File: src/rtl/cache_ctrl_pkg.sv
// Shared types for the cache controller: state encoding, op encoding and
// the Moore output decode used to build the registered control outputs.
package cache_ctrl_pkg;

    typedef enum logic [3:0] {
        IDLE, LOOKUP, CWRITE, WB_REQ, WB_WAIT, FILL_REQ, FILL_WAIT,
        FILL_WR, MEM_REQ, MEM_WAIT, RESP
    } state_t;

    localparam logic OP_READ  = 1'b0;
    localparam logic OP_WRITE = 1'b1;

    typedef struct packed {
        logic rdy;
        logic w;
        logic wsel;
        logic dset;
        logic dclr;
        logic mstrobe;
        logic mrw;
        logic busy;
    } ctrl_out_t;

    // last: word counter of the given state is at the final word of the line
    function automatic ctrl_out_t decode_outputs(state_t s, logic op, logic last, logic wb);
        ctrl_out_t o;
        o      = '0;
        o.busy = (s != IDLE);
        case (s)
            CWRITE: begin
                o.w    = 1'b1;
                o.dset = wb;
            end
            WB_REQ, MEM_REQ: begin
                o.mstrobe = 1'b1;
                o.mrw     = 1'b1;
            end
            WB_WAIT, MEM_WAIT: o.mrw = 1'b1;
            FILL_REQ:          o.mstrobe = 1'b1;
            FILL_WR: begin
                o.w    = 1'b1;
                o.wsel = 1'b1;
                o.dclr = wb & last & (op == OP_READ);
            end
            RESP:    o.rdy = 1'b1;
            default: ;
        endcase
        return o;
    endfunction

endpackage

File: src/rtl/mem_lat_counter.sv
// Loadable down-counter timing one memory access; done while the count is zero.
module mem_lat_counter #(
    parameter int CNT_W = 8
) (
    input  logic             clk,
    input  logic             reset,
    input  logic             load_i,
    input  logic             dec_i,
    input  logic [CNT_W-1:0] load_val_i,
    output logic             done_o
);

    logic [CNT_W-1:0] cnt_q;

    always_ff @(posedge clk) begin
        if (reset)
            cnt_q <= '0;
        else if (load_i)
            cnt_q <= load_val_i;
        else if (dec_i)
            cnt_q <= cnt_q - CNT_W'(1);
    end

    assign done_o = (cnt_q == '0);

endmodule

File: src/rtl/cache_ctrl_fsm.sv
// Cache controller sequencing lookup, write-back, line fill and memory writes.
// All outputs are registered from the next state so they follow the state exactly.
module cache_ctrl_fsm
    import cache_ctrl_pkg::*;
#(
    parameter int MEM_LAT    = 4,
    parameter int LINE_WORDS = 4,
    parameter int WRITE_BACK = 0,
    localparam int WIDX_W    = (LINE_WORDS > 1) ? $clog2(LINE_WORDS) : 1
) (
    input  logic              clk,
    input  logic              reset,
    input  logic              Strobe,
    input  logic              RW,
    input  logic              M,
    input  logic              V,
    input  logic              D,
    output logic              Rdy,
    output logic              W,
    output logic              WSel,
    output logic              DSet,
    output logic              DClr,
    output logic              MStrobe,
    output logic              MRW,
    output logic [WIDX_W-1:0] WordIdx,
    output logic              Busy
);

    localparam logic [WIDX_W-1:0] LAST_WORD = WIDX_W'(LINE_WORDS - 1);
    localparam logic [7:0]        LAT_LOAD  = 8'(MEM_LAT - 1);
    localparam logic              WB        = (WRITE_BACK != 0);

    state_t            state_q, state_d;
    logic              op_q, op_d;
    logic [WIDX_W-1:0] wcnt_q, wcnt_d;
    logic              cnt_load, cnt_dec, cnt_done;
    ctrl_out_t         out_q;
    logic [WIDX_W-1:0] widx_q;
    logic              hit, last_word;

    assign hit       = M & V;
    assign last_word = (wcnt_q == LAST_WORD);

    mem_lat_counter #(.CNT_W(8)) u_lat (
        .clk        (clk),
        .reset      (reset),
        .load_i     (cnt_load),
        .dec_i      (cnt_dec),
        .load_val_i (LAT_LOAD),
        .done_o     (cnt_done)
    );

    always_comb begin
        state_d  = state_q;
        op_d     = op_q;
        wcnt_d   = wcnt_q;
        cnt_load = 1'b0;
        cnt_dec  = 1'b0;
        case (state_q)
            IDLE: begin
                wcnt_d = '0;
                if (Strobe) begin
                    op_d    = RW;
                    state_d = LOOKUP;
                end
            end
            LOOKUP: begin
                if (hit && op_q == OP_READ)  state_d = RESP;
                else if (hit)                state_d = CWRITE;
                else if (!WB && op_q == OP_WRITE) state_d = MEM_REQ;
                else if (WB && V && D)       state_d = WB_REQ;
                else                         state_d = FILL_REQ;
            end
            CWRITE: state_d = WB ? RESP : MEM_REQ;
            MEM_REQ: begin
                cnt_load = 1'b1;
                state_d  = MEM_WAIT;
            end
            WB_REQ: begin
                cnt_load = 1'b1;
                state_d  = WB_WAIT;
            end
            FILL_REQ: begin
                cnt_load = 1'b1;
                state_d  = FILL_WAIT;
            end
            MEM_WAIT: begin
                if (cnt_done) state_d = RESP;
                else          cnt_dec = 1'b1;
            end
            WB_WAIT: begin
                if (!cnt_done) begin
                    cnt_dec = 1'b1;
                end else if (last_word) begin
                    wcnt_d  = '0;
                    state_d = FILL_REQ;
                end else begin
                    wcnt_d  = wcnt_q + WIDX_W'(1);
                    state_d = WB_REQ;
                end
            end
            FILL_WAIT: begin
                if (cnt_done) state_d = FILL_WR;
                else          cnt_dec = 1'b1;
            end
            FILL_WR: begin
                if (!last_word) begin
                    wcnt_d  = wcnt_q + WIDX_W'(1);
                    state_d = FILL_REQ;
                end else if (op_q == OP_READ) begin
                    state_d = RESP;
                end else begin
                    state_d = CWRITE;
                end
            end
            RESP:    state_d = IDLE;
            default: state_d = IDLE;
        endcase
    end

    always_ff @(posedge clk) begin
        if (reset) begin
            state_q <= IDLE;
            op_q    <= OP_READ;
            wcnt_q  <= '0;
            out_q   <= '0;
            widx_q  <= '0;
        end else begin
            state_q <= state_d;
            op_q    <= op_d;
            wcnt_q  <= wcnt_d;
            out_q   <= decode_outputs(state_d, op_d, wcnt_d == LAST_WORD, WB);
            // word index is only meaningful on write-back and fill transfers
            widx_q  <= (state_d inside {WB_REQ, WB_WAIT, FILL_REQ, FILL_WAIT, FILL_WR})
                       ? wcnt_d : '0;
        end
    end

    assign Rdy     = out_q.rdy;
    assign W       = out_q.w;
    assign WSel    = out_q.wsel;
    assign DSet    = out_q.dset;
    assign DClr    = out_q.dclr;
    assign MStrobe = out_q.mstrobe;
    assign MRW     = out_q.mrw;
    assign Busy    = out_q.busy;
    assign WordIdx = widx_q;

endmodule

File: config.mk
export PLATFORM = sky130hd
export DESIGN_NAME = cache_ctrl_fsm
export DESIGN_NICKNAME = d
export VERILOG_FILES = /design/src/rtl/cache_ctrl_pkg.sv /design/src/rtl/mem_lat_counter.sv /design/src/rtl/cache_ctrl_fsm.sv
export SDC_FILE = /design/constraint.sdc
export NUM_CORES = 1
export LEC_CHECK = 0
export BUFFER_PORTS_ARGS = -buffer_cell sky130_fd_sc_hd__buf_4
export CAP_MARGIN = 40
export CELL_PAD_IN_SITES_DETAIL_PLACEMENT = 1
export CELL_PAD_IN_SITES_GLOBAL_PLACEMENT = 1
export CORE_ASPECT_RATIO = 1.25
export CORE_UTILIZATION = 37
export DETAILED_ROUTE_END_ITERATION = 12
export PLACE_DENSITY = 0.78
export SLEW_MARGIN = 20
export SYNTH_ARGS = -nofsm -noshare
export SYNTH_HDL_FRONTEND = slang
export SYNTH_SLANG_ARGS = --single-unit
File: constraint.sdc
create_clock -name clk -period 1.9 [get_ports clk]
set_clock_uncertainty 0.1 [all_clocks]
set_input_delay 0.57 -clock clk [delete_from_list [all_inputs] [get_ports clk]]
set_output_delay 0.57 -clock clk [all_outputs]
set_load 0.05 [all_outputs]
==> summary.txt <==
Setup path
  • Critical path startpoint category: flip-flop
  • Most used cell, CP: and2_4
  • Critical Path RT: 1.99 ns
  • Critical path data arrival time: 2.12 ns
  • Slowest CP cell: or4_4
  • Crit Path Class: flip-flop to flip-flop
  • Worst Path Max Fanout: 5
  • Critical path endpoint category: flip-flop
  • Worst setup startpoint: u_lat.cnt_q[4]
  • Worst reg2reg startpoint: u_lat.cnt_q[4]
  • Crit path cell chain: or4_4 > o31ai_4 > and2_4 > and2_4 > mux2i_2 > o31ai_2
  • Largest stage delay on the critical path: 0.56 ns

Job
  • Max_cap viols: 0

Floorplanning
  • Core area: 3540 sq um
  • Die ar.: 4010 sq um
  • Die X: 56.8 um
  • Io pins: 17
  • Site row count: 24
  • Starting Density: 0.392
  • Chip height: 70.5 um

GRT
  • Met3 Usage GRT: 0.0347
  • Vias in the first global route: 1467
  • Largest net degree at the start of global routing: 15
  • First-pass GRT wire length: 6800 um
  • Total GRT Usage: 0.217
  • Met1 usage: 0.232
  • Met2 usage: 0.431
  • Busiest grt layer: met2
  • Antenna violations before repair: 0
  • GRT overflow: 0

Placed design
  • Pre-CTS setup slack: -0.279 ns
  • Gpl congestion: 0.792
  • IO buf count: 13
  • HPWL after DPL: 2980 um
  • Placed Cells: 231

Finish
  • Layout Nets: 217
  • Antenna diodes: 0
  • Final Non-Filler Cells: 241
  • Layout cells sized above 1: 0.460
  • Fillers: 411
  • Area Growth Syn to Fin: 41.9%

Timing
  • RSZ-0062 raised after global routing: true
  • Fin crit period: 2.03 ns
  • Final worst slack: -0.126 ns
  • Max Clk Rate: 494 MHz
  • Final hold violation count: 0
  • Max Transition Viols Final: 0
  • Final setup viols: 8
  • Final worst path period share: 1.07

Logic synthesis
  • Mapped Cells: 159
  • Top-area cell type share of the netlist area: 0.331
  • Number of flops mapped to enable cells by yosys: 0
  • Primary FF master, synth: dfxtp_1
  • Ys Warns: 0
  • Synth top area cells: dfxtp_1 33%, ha_1 6.3%, nor2_1 4.9%
  • Syn Area/Cell: 8.74 sq um
  • Ys async rst share: 0
  • Sequential fraction of the synthesis area: 0.331
  • Cell Area, Synth: 1390 sq um
  • Yosys cell types: 54
  • Synth area leader: dfxtp_1
  • #FFs+latches synth: 23

Pwr
  • Peak VDD IR: 960 uV
  • Power Dens Cells: 1570 nW/um^2
  • Leakage: 0.826 nW

Routing
  • WL final: 4260 um
  • Final antenna-violating net count: 0
  • Wirelength per Cell: 17.7 um
  • TritonRoute pass-1 iters: 4
  • Detailed-route via count: 1317
  • Drt initial violations: 23
  • DRC Markers: 0
  • Vias per inst: 5.46

Clocking
  • CTS tree: built
  • Clock Root Buffer: clkbuf_8
  • H-Tree Level Count: 1
  • Clk pin slew, worst setup/hold paths: 0.09 ns
  • Cts bufs inserted: 3
  • Clk_lat worst skew: 0.27 ns
  • # clock sinks: 23
  • Clock buffer depth: 2

Outcome
  • Failing checks: negative setup slack
  • Outcome: finished, violations left

Hold path
  • Hold Crit Class: flip-flop to flip-flop
  • Critical hold path startpoint: wcnt_q[1]
## cells in the final DEF (no fill, tap or decap), types with 3 or more instances in the layout
master,Yosys,layout
a21oi_1,11,10
and2_4,1,3
buf_4,2,44
clkbuf_8,0,3
dfxtp_1,23,11
dfxtp_2,0,10
ha_1,7,4
ha_4,0,3
inv_1,9,7
nand2_1,7,6
nor2_1,18,17
nor2b_1,7,7
nor3_1,4,4
o21ai_0,3,3
xnor2_1,5,5
## layer usage
layer / up-vias / share of wire
met5: - / 0
met4: 0 / 0.0085
met3: 4 / 0.020
met2: 16 / 0.58
met1: 649 / 0.39
li1: 648 / -
## final timing paths
path          endpoint  slack [ns]  depth (start not counted)
min          wcnt_q[1]        0.42                          2
min reg2reg  wcnt_q[1]        0.42                          2
max reg2reg    MStrobe       -0.13                          6
max            MStrobe       -0.13                          6
## synthesized netlist by cell type (3+ instances only)
cell / instances
xnor2_1: 5
dfxtp_1: 23
ha_1: 7
o21ai_0: 3
buf_2: 6
nor2b_1: 7
nor3b_1: 3
nor3_1: 4
inv_1: 9
mux2i_1: 3
a31oi_1: 3
nor2_1: 18
a21oi_1: 11
nand2_1: 7
## through the flow
step | area [sq um] | utilization | hold slack (ns) | power (mW) | TNS (ns)
finish | 1970 | 0.557 | 0.418 | 3.10 | -0.658
CTS | 1880 | 0.530 | 0.417 | 2.93 | -0.387
global route | 1970 | 0.557 | 0.458 | 3.29 | -1.30
floorplan | 1450 | - | 0.356 | 1.81 | 0
global placement | 1770 | 0.498 | 0.384 | 2.34 | -1.24
detailed placement | 1770 | 0.498 | 0.402 | 2.45 | -1.84
## state kept, by name (all words and copies together) (netlist names), 2 cells and up
register     flops
wcnt_q           2
state_q          4
u_lat.cnt_q      8
WordIdx          2
## layout make-up
class,instances,area (sq um),area share
repair buffers,47,373,0.189
inverters,9,33.8,0.0171
clock inverters,1,5.00,0.00254
clock buffers,3,41.3,0.0209
multi-input cells,119,991,0.502
well taps,39,48.8,0.0247
flip-flops and latches,23,480,0.244
## power by group
part	leakage, nW	internal [mW]	switching [mW]
Clock	0.0255	0.147	0.174
Sequential	0.193	0.603	0.125
Combinational	0.608	0.991	1.06
Total	0.826	1.74	1.36
## worst max-delay path: cells and delay by family, from the launching register on
kind / cells / cell delay (ns)
simple gates: 3 / 0.94
compound gates: 2 / 0.49
mux: 1 / 0.08
flops: 1 / 0.33
## cells by family (layout without fill, tap and decap cells)
logic type / Yosys count / count (layout) / synth area share
and+or+nand+nor: 64 / 64 / 0.284
AOI/OAI and AO/OA: 36 / 36 / 0.194
DFF: 23 / 23 / 0.331
buffers and inverters: 18 / 60 / 0.0594
adders and majority gates: 7 / 7 / 0.0630
xor gates and xnor gates: 7 / 7 / 0.0441
muxes: 3 / 3 / 0.0216
other: 1 / 2 / 0.00270
## what timing repair did
| action | in CTS | in global routing |
|---|---|---|
| hold buffers | 0 | 0 |
| gates cloned | 0 | 0 |
| endpoints found under the setup margin | 10 | 12 |
| hold endpoints to repair | 0 | 0 |
| pin swaps | 7 | 9 |
| resized for setup | 12 | 20 |
| buffers inserted | 2 | 4 |
No activity file was read; power rests on OpenSTA's default activity.
